## src/rtl/prio_enco_pkg.sv

```systemverilog
// Shared widths and types for the registered priority encoder.
package prio_enco_pkg;

    localparam int DEFAULT_WIDTH = 8;
    localparam int DEFAULT_IDX_W = $clog2(DEFAULT_WIDTH);

    typedef logic [DEFAULT_WIDTH-1:0] req_t;
    typedef logic [DEFAULT_IDX_W-1:0] idx_t;

endpackage

```

## src/rtl/prio_enco_tree.sv

```systemverilog
// Combinational priority encoder: a log2(WIDTH)-deep tree of 2:1 priority nodes
// where the upper half always wins when it has any request.
module prio_enco_tree
    import prio_enco_pkg::*;
#(
    parameter int WIDTH = DEFAULT_WIDTH,
    localparam int IDX_W = $clog2(WIDTH)
) (
    input  logic [WIDTH-1:0] req_i,
    output logic [IDX_W-1:0] idx_o,
    output logic             any_o
);

    // Heap layout: node k has children 2k (lower half) and 2k+1 (upper half);
    // leaves sit at WIDTH+i so the root is node 1.
    logic             nodeValid [2*WIDTH-1:1];
    logic [IDX_W-1:0] nodeIdx   [2*WIDTH-1:1];

    for (genvar i = 0; i < WIDTH; i++) begin : gLeaf
        assign nodeValid[WIDTH+i] = req_i[i];
        assign nodeIdx[WIDTH+i]   = '0;
    end

    // A node at depth d decides index bit IDX_W-1-d; an empty subtree carries
    // an all-zero index, so an idle request vector yields index 0.
    for (genvar d = 0; d < IDX_W; d++) begin : gLevel
        for (genvar j = 0; j < (1 << d); j++) begin : gNode
            localparam int K = (1 << d) + j;
            localparam logic [IDX_W-1:0] LEVEL_BIT = IDX_W'(1) << (IDX_W - 1 - d);

            assign nodeValid[K] = nodeValid[2*K+1] | nodeValid[2*K];
            assign nodeIdx[K]   = nodeValid[2*K+1] ? (nodeIdx[2*K+1] | LEVEL_BIT)
                                                   : nodeIdx[2*K];
        end
    end

    assign idx_o = nodeIdx[1];
    assign any_o = nodeValid[1];

endmodule

```

## src/rtl/prio_encoder.sv

```systemverilog
// Registered WIDTH-input priority encoder (highest index wins), one cycle latency.
// Optional one-hot output enabled by defining PRIO_ENCO_ONEHOT_EN.
module prio_encoder
    import prio_enco_pkg::*;
#(
    parameter int WIDTH = DEFAULT_WIDTH,
    localparam int IDX_W = $clog2(WIDTH)
) (
    input  logic             clk,
    input  logic             rst_n,
    input  logic [WIDTH-1:0] A,
    output logic [IDX_W-1:0] Y,
    output logic             valid
`ifdef PRIO_ENCO_ONEHOT_EN
    ,
    output logic [WIDTH-1:0] Y_onehot
`endif
);

    logic [IDX_W-1:0] encIdx;
    logic             encAny;

    logic [IDX_W-1:0] yIdx_d, yIdx_q;
    logic             valid_d, valid_q;

    prio_enco_tree #(
        .WIDTH (WIDTH)
    ) uTree (
        .req_i (A),
        .idx_o (encIdx),
        .any_o (encAny)
    );

    // The tree already returns index 0 for an idle vector; the explicit gate
    // keeps Y pinned to zero whenever valid is low regardless of tree internals.
    always_comb begin
        yIdx_d  = '0;
        valid_d = encAny;
        if (encAny) begin
            yIdx_d = encIdx;
        end
    end

    always_ff @(posedge clk or negedge rst_n) begin
        if (!rst_n) begin
            yIdx_q  <= '0;
            valid_q <= 1'b0;
        end else begin
            yIdx_q  <= yIdx_d;
            valid_q <= valid_d;
        end
    end

    assign Y     = yIdx_q;
    assign valid = valid_q;

`ifdef PRIO_ENCO_ONEHOT_EN
    logic [WIDTH-1:0] onehot_d, onehot_q;

    always_comb begin
        onehot_d = '0;
        if (encAny) begin
            onehot_d = WIDTH'(1) << encIdx;
        end
    end

    always_ff @(posedge clk or negedge rst_n) begin
        if (!rst_n) begin
            onehot_q <= '0;
        end else begin
            onehot_q <= onehot_d;
        end
    end

    assign Y_onehot = onehot_q;
`endif

endmodule

```

## config.mk

```make
export PLATFORM = sky130hd
export DESIGN_NAME = prio_encoder
export DESIGN_NICKNAME = d
export VERILOG_FILES = /design/src/rtl/prio_enco_pkg.sv /design/src/rtl/prio_enco_tree.sv /design/src/rtl/prio_encoder.sv
export SDC_FILE = /design/constraint.sdc
export NUM_CORES = 1
export LEC_CHECK = 0
export CAP_MARGIN = 20
export CORE_AREA = 2 2 39 41
export CTS_BUF_LIST = sky130_fd_sc_hd__clkbuf_8
export DETAILED_ROUTE_END_ITERATION = 8
export DIE_AREA = 0 0 41 43
export GPL_TIMING_DRIVEN = 0
export PLACE_DENSITY = 0.45
export SETUP_SLACK_MARGIN = 0.2
export SYNTH_ARGS = -nofsm -noshare
export SYNTH_HDL_FRONTEND = slang
export SYNTH_HIERARCHICAL = 1
export SYNTH_SLANG_ARGS = --single-unit
```

## constraint.sdc

```tcl
create_clock -name clk -period 0.92 [get_ports clk]
set_input_delay 0.23 -clock clk [delete_from_list [all_inputs] [get_ports clk]]
set_output_delay 0.23 -clock clk [all_outputs]
set_load 0.02 [all_outputs]
```

==> results of run 1 <==
==> logic make-up after synthesis <==
| logic type | after synthesis | synth area share |
|---|---|---|
| buffers and inverters | 2 | 0.0405 |
| AOI/OAI and AO/OA | 4 | 0.182 |
| and+or+nand+nor | 9 | 0.236 |
| DFF | 4 | 0.541 |
==> metrics by stage <==
stage / std cells / util
finish: 55 / 0.313
floorplan: 19 / -
detailed placement: 48 / 0.258
global route: 55 / 0.313
CTS: 54 / 0.281
global placement: 48 / 0.258
==> state kept, by name (all words and copies together) (netlist names) <==
signal	cells
Y	3
valid	1
==> where the power goes <==
part           internal [uW]  leakage [uW]  switching (uW)
registers                184     0.0000386            3.12
clock network            278     0.0000216            80.7
logic                   67.7      0.000122            49.8
total                    530      0.000182             134
==> worst paths after layout <==
kind / depth (start not counted) / endpoint / slack (ps) / startpoint
min in group clk: 3 / Y[1] / 350 / A[5]
max in group asynchronous: 1 / valid / 540 / rst_n
setup / recovery: 1 / Y[0] / -10 / Y[0]
hold / removal: 1 / Y[2] / 220 / rst_n
==> final cells by class <==
cell class / count / share of cell area
flip-flops and latches: 4 / 0.231
repair buffers: 17 / 0.361
well taps: 16 / 0.0462
inverters: 2 / 0.0202
clock buffers: 3 / 0.0954
multi-input cells: 13 / 0.246
==> what timing repair did <==
| item | CTS | global route |
|---|---|---|
| cloned | 0 | 0 |
| hold buffers | 0 | 0 |
| setup buffers | 3 | 1 |
| resized for setup | 57 | 11 |
| pin swaps | 8 | 6 |
| endpoints found under the setup margin | 8 | 8 |
==> layout by cell type (no fill, tap or decap), drive strengths merged, types with 2 or more instances in the layout <==
cell	instances
buf	16
dfrtp	4
clkbuf	3
and2	3
o31ai	2
nor2	4
a21oi	2
==> routing by layer <==
metal  vias to the layer above  share of wire
met5                         -              0
met2                        14           0.51
li1                        104              -
met3                         0           0.14
met1                        90           0.35
met4                         0              0
==> results summary, run 1 <==
The layer flagged by global routing as most heavily used is met2. The most instantiated flip-flop cell in the synthesis netlist is sky130_fd_sc_hd__dfrtp_1. The final cycle utilization of the critical path came out at 1.02. The number of nets in the layout came out at 51.

The clock transition time at the flip-flop clock pins of the worst setup and hold paths is 30 ps. The first-pass GRT wire length is around 800 um. The fraction of met2 tracks used by global routing is 0.113. Of the post-synthesis cell area, the dominant cell type holds 0.541. Clock tree synthesis inserted a total of 3 buffers. The fraction of registers with async set or reset after synthesis came out at 1.00.

The post-synth design cell area came out at 185 sq um. The category of the most critical setup path is register to output port. The commonest cells after synthesis are sky130_fd_sc_hd__dfrtp_1 (4), sky130_fd_sc_hd__nor2_1 (4), sky130_fd_sc_hd__and2_1 (3). The path class of the tightest hold or removal check is input port to asynchronous set/reset pin. The required arrival time at the worst endpoint came out at 690 ps.

The die covers 1760 sq um. The slew at the pin with the worst max-slew slack came out at approximately 170 ps. The multi-input combinational cells in the finished layout cover a total of 106 sq um. CTS placed an instance of sky130_fd_sc_hd__clkbuf_8 at the clock tree root. The total core area came out at about 1400 sq um. The met3 layer usage reported by global route is 0.0366. The setup-violating endpoint count in the final report is 4. For this configuration, the core starts out at a cell density of 0.134. The cell family contributing the most delay on the critical path is flip-flops. The DRC violation total after the first TritonRoute iteration is 2.

In the global route stage, met1 resource usage came out at 0.0581. The count of maximum capacitance violations came out at 0. The standard cell area after detailed placement is 357 sq um. The overall via count from detail_route came out at between 200 and 250. STA classifies the critical path startpoint as a register.

The clock net in this run drives a total of 4 sinks. The combined flip-flop and latch cell area is 100 sq um. The yosys synthesis warning count came out at 6. The layout-stage area growth over the synthesis result came out at 134%. In this run the vertical extent of the chip is 43 um.

The weighted congestion reported at the end of routability-driven placement is 0.589. Overall power consumption after layout is estimated at 664 uW. The cell count after synthesis came out at 19. The biggest cell delay along the critical path is 360 ps. The row count is 14. The H-tree depth is 1.

Walking the worst path, the cells encountered are buf_6. The number of vias per cell is 3.78. The power density over the cells is roughly 1500 nW/um^2. Counting both buffers and inverters, the worst setup path holds a total of 1. The residual DRC count is 0. The number of filler instances in the final layout came out at around 160. The most area-hungry cell type in the Yosys netlist is sky130_fd_sc_hd__dfrtp_1. Counting flops and latches in the post-synthesis netlist gives 4. The finished cells cover about 430 sq um. The peak fanout along the critical path is 1. The worst relative slew slack came out at 0.883. The count of antenna diodes in the layout is 0.

Buffers placed on the I/O ports in this run total 13. The checks that failed: setup timing. The average routed wire per standard cell is 8.98 um. The final hold violation count came out at 0. The via count of the first global-routing pass came out at 222.

The post-route worst hold slack is 216 ps. Pin placement for this block handled 14 I/O pins. The run finished, with violations left.

The post-route worst setup slack came out at -14.6 ps. The first TritonRoute pass finished after 2 iterations. The worst setup timing slack at the placement stage is -447 ps. Derived from the worst setup path, the maximum achievable clock frequency is 1.07 GHz. The maximum resistive drop on vdd came out at 0.000462 V. The aggregate global-route resource usage is 0.0734.

The final number of max-transition violations is 0. Ranked by total cell area, the synthesized netlist is headed by sky130_fd_sc_hd__dfrtp_1 (54%), sky130_fd_sc_hd__and2_1 (10%), sky130_fd_sc_hd__nor2_1 (8.1%), sky130_fd_sc_hd__o31ai_2 (6.8%), sky130_fd_sc_hd__a21oi_2 (4.7%). The netlist uses 11 different library cells. The number of routed nets with antenna violations is 0. The largest individual stage delay along the critical path comes from the cell sky130_fd_sc_hd__dfrtp_1. Adding up every negative setup slack in the final design gives -49.0 ps. The post-route minimum period came out at 935 ps. The data arrival time of the critical path is ~700 ps. The maximum number of pins on one net before global-route repair came out at 5. The number of antenna violations at the first check in global routing came to 0.

Of the synthesized area, sequential elements account for 0.541. The width of the chip is 41 um. The overflow left after global routing came out at 0. The number of nets in the synthesized netlist is 29.

The share of cells above drive strength 1 is 0.692. Setup repair after global routing could not meet its margin everywhere. TritonCTS built the clock tree. Counting along the longest clock path gives a buffer depth of 2. STA classifies the critical path endpoint as an output port. The leakage power summed over all cells came out at approximately 0.00018 uW.

The mean instance size in the synthesized netlist came out at 9.75 sq um. Yosys mapped a number of flops with a built-in enable equal to 0. The total wire length after detailed routing is 494 um.
(Power assumes the default switching activity.)
==> run 2, diff against run 1 <==
--- a/config.mk
+++ b/config.mk
@@ -10,6 +10,7 @@
 export CTS_BUF_LIST = sky130_fd_sc_hd__clkbuf_8
 export DETAILED_ROUTE_END_ITERATION = 8
 export DIE_AREA = 0 0 41 43
+export GPL_ROUTABILITY_DRIVEN = 0
 export GPL_TIMING_DRIVEN = 0
 export PLACE_DENSITY = 0.45
 export SETUP_SLACK_MARGIN = 0.2
==> results of run 2 <==
The final DEF is identical to that of run 1; final timing and power are the same.
==> run 3, diff against run 2 <==
--- a/config.mk
+++ b/config.mk
@@ -11,7 +11,6 @@
 export DETAILED_ROUTE_END_ITERATION = 8
 export DIE_AREA = 0 0 41 43
 export GPL_ROUTABILITY_DRIVEN = 0
-export GPL_TIMING_DRIVEN = 0
 export PLACE_DENSITY = 0.45
 export SETUP_SLACK_MARGIN = 0.2
 export SYNTH_ARGS = -nofsm -noshare
==> results summary, run 3 (same netlist as run 1, synthesis figures left out) <==
The I/O pin total came out at 14 (unchanged). The slowest stage of the critical path belongs to the cell sky130_fd_sc_hd__dfrtp_1. The average routed wire per standard cell came to 8.05 um (-10%). The residual DRC count is 0 (unchanged).

The summed negative setup slack over all endpoints was -56.2 ps (-7.15 ps). The maximum number of pins on one net before global-route repair came out at 5 (unchanged). The number of filler instances in the final layout came out at 150 (-4.5%). The setup-violating endpoint count in the final report is 4 (unchanged). The hold buffer count at cts is 0 (unchanged).

The buffer and inverter count on the worst path is 1 (unchanged). The sequential share of power came to 0.281 (about the same). The count of maximum capacitance violations was 0 (unchanged). The starting density of the core is 0.134 (unchanged).

The power density over the cells came out at 1520 nW/um^2 (-0.79%). The peak fanout along the critical path came to 1 (unchanged). The TritonCTS clock tree is built. The cell-internal power is 534 uW (+0.78%). The worst setup timing slack at the placement stage came out at -427 ps (+20.6 ps). The H-tree depth came out at 1 (unchanged). The first-pass GRT wire length came out at 648 um (-19%). The total wire length after detailed routing came out at 443 um (-10%). The overflow left after global routing is 0 (unchanged).

The worst relative slew slack came out at 0.854 (-0.0291). The total core area came out at 1380 sq um (unchanged). The family with the most delay on the worst path is flip-flops. The layout-stage area growth over the synthesis result is 137%. The via count of the first global-routing pass came out at 204 (-8.1%). The combined flip-flop and latch cell area is 100 sq um (unchanged). The share of cells above drive strength 1 is 0.692 (unchanged). The biggest cell delay along the critical path was 360 ps (about the same). The final reports fail on setup timing. The final number of max-transition violations came out at 0 (unchanged). The run finished, with violations left. The library cells used most frequently in the layout, excluding fill and tap cells, are sky130_fd_sc_hd__buf_6 (10), sky130_fd_sc_hd__dfrtp_1 (4), sky130_fd_sc_hd__buf_4 (4), sky130_fd_sc_hd__clkbuf_8 (3), sky130_fd_sc_hd__nor2_4 (3).

The DRC violation total after the first TritonRoute iteration came out at 0 (-2). The net switching share of the total power is 0.200 (-0.00106). Setup repair after global routing could not meet its margin everywhere. The clock transition time at the flip-flop clock pins of the worst setup and hold paths came out at 30 ps (about the same). The slew at the pin with the worst max-slew slack is 217 ps (+43.3 ps). The aggregate global-route resource usage is 0.0593 (-0.0141). The post-layout instance count excluding filler cells came out at 55 (unchanged). The number of setup buffers added after CTS was 0 (-3).

The final hold violation count is 0 (unchanged). The flip-flop count of the largest register after layout came to 3 (unchanged). The maximum clock insertion buffer count was 2 (unchanged). The row count came out at 14 (unchanged).

The power spent charging and discharging nets is 134 uW (+0.11%). The port buffer count came to 13 (unchanged). The footprint of the multi-input gates came to 106 sq um (unchanged). The clock sink count came out at 4 (unchanged). The final cycle utilization of the critical path came out at 1.02 (+0.00332). In this run the worst hold path is classified as input port to asynchronous set/reset pin. The combinational cell fraction of total power is 0.180 (+0.003). The number of buffers created by CTS came out at 3 (unchanged).

The signal on the critical path passes through buf_6. Clock tree synthesis selected as its root buffer the cell sky130_fd_sc_hd__clkbuf_8. The maximum clock frequency came to 1.07 GHz (-0.33%). The required arrival time at the worst endpoint came to 690 ps (about the same).

The maximum resistive drop on vdd is 0.000386 V (-17%). The post-route worst setup slack came out at -17.7 ps (-3.06 ps). The overall via count from detail_route was 209 (+0.48%). The worst setup path is of the register to output port kind. The total die area is 1760 sq um (unchanged). The count of antenna diodes in the layout is 0 (unchanged).

The data arrival time of the critical path came to 710 ps (about the same). The number of vias per cell came out at 3.80 (+0.48%). The total instance count after detailed placement came out at 52 (+8.3%). The number of nets in the layout came out at 51 (unchanged).

STA classifies the critical path startpoint as a register. The clock network fraction of design power came out at 0.539 (about the same). The library cell used most frequently in the layout, excluding fill and tap cells, is sky130_fd_sc_hd__buf_6. The post-route minimum period came out at 938 ps (+3.06 ps).

STA classifies the critical path endpoint as an output port. The number of routed nets with antenna violations was 0 (unchanged). The width of the chip is 41 um (unchanged). The iteration count of the initial detailed-routing pass is 1 (-1).

The die height came to 43 um (unchanged). The number of antenna violations at the first check in global routing is 0 (unchanged). The leakage power summed over all cells came out at 0.000187 uW (+2.8%).
[run 3: cell count changes in the layout (fill, tap and decap cells not counted), sizes merged]
cell / before / now
buf: 16 / 15
clkbuf: 3 / 4
[run 3: worst max-delay path by stage]
stage,start,to,slack (ps),cells past startpoint
after detailed placement,A[2],Y[0],-430,5
final,Y[0],Y[0],-20,1
after CTS,Y[0],Y[0],-30,1
after global placement,A[2],Y[0],-400,5
after floorplan,A[6],Y[1],180,3
after global routing,Y[1],Y[1],-40,1
[run 3: cell type report]
type	instances	share of cell area
Sequential cell	4	0.228
Multi-Input combinational cell	13	0.242
Tap cell	16	0.0456
Clock buffer	3	0.0940
Timing Repair Buffer	17	0.370
Inverter	2	0.0199
[run 3: timing repair]
action,in CTS,in global routing
pin swaps,9,7
resized for setup,55,15
endpoints found under the setup margin,8,8
[run 3: power by group through the flow]
stage          combinational [uW]  sequential [uW]  clock (uW)
3_3_place_gp                  113              188           0
5_1_grt                       129              188         381
2_1_floorplan                25.3              198           0
3_5_place_dp                  116              188           0
6_report                      120              188         360
4_1_cts                       103              188         375
[run 3: layer usage]
layer | up-vias | wire [um] | track usage
met5 | - | 0 | 0
met4 | 0 | 0 | 0.0600
met1 | 91 | 158 | 0.0452
met3 | 0 | 60 | 0.0314
li1 | 104 | - | -
met2 | 14 | 224 | 0.0938
[run 3: through the flow]
stage | area (sq um) | util | total power (uW) | hold slack, ps
after floorplan | 206 | - | 223 | -65.6
after global placement | 387 | 0.279 | 301 | 434
after detailed placement | 387 | 0.279 | 304 | 443
after CTS | 399 | 0.288 | 665 | 216
after global routing | 439 | 0.317 | 698 | 233
final | 439 | 0.317 | 668 | 221
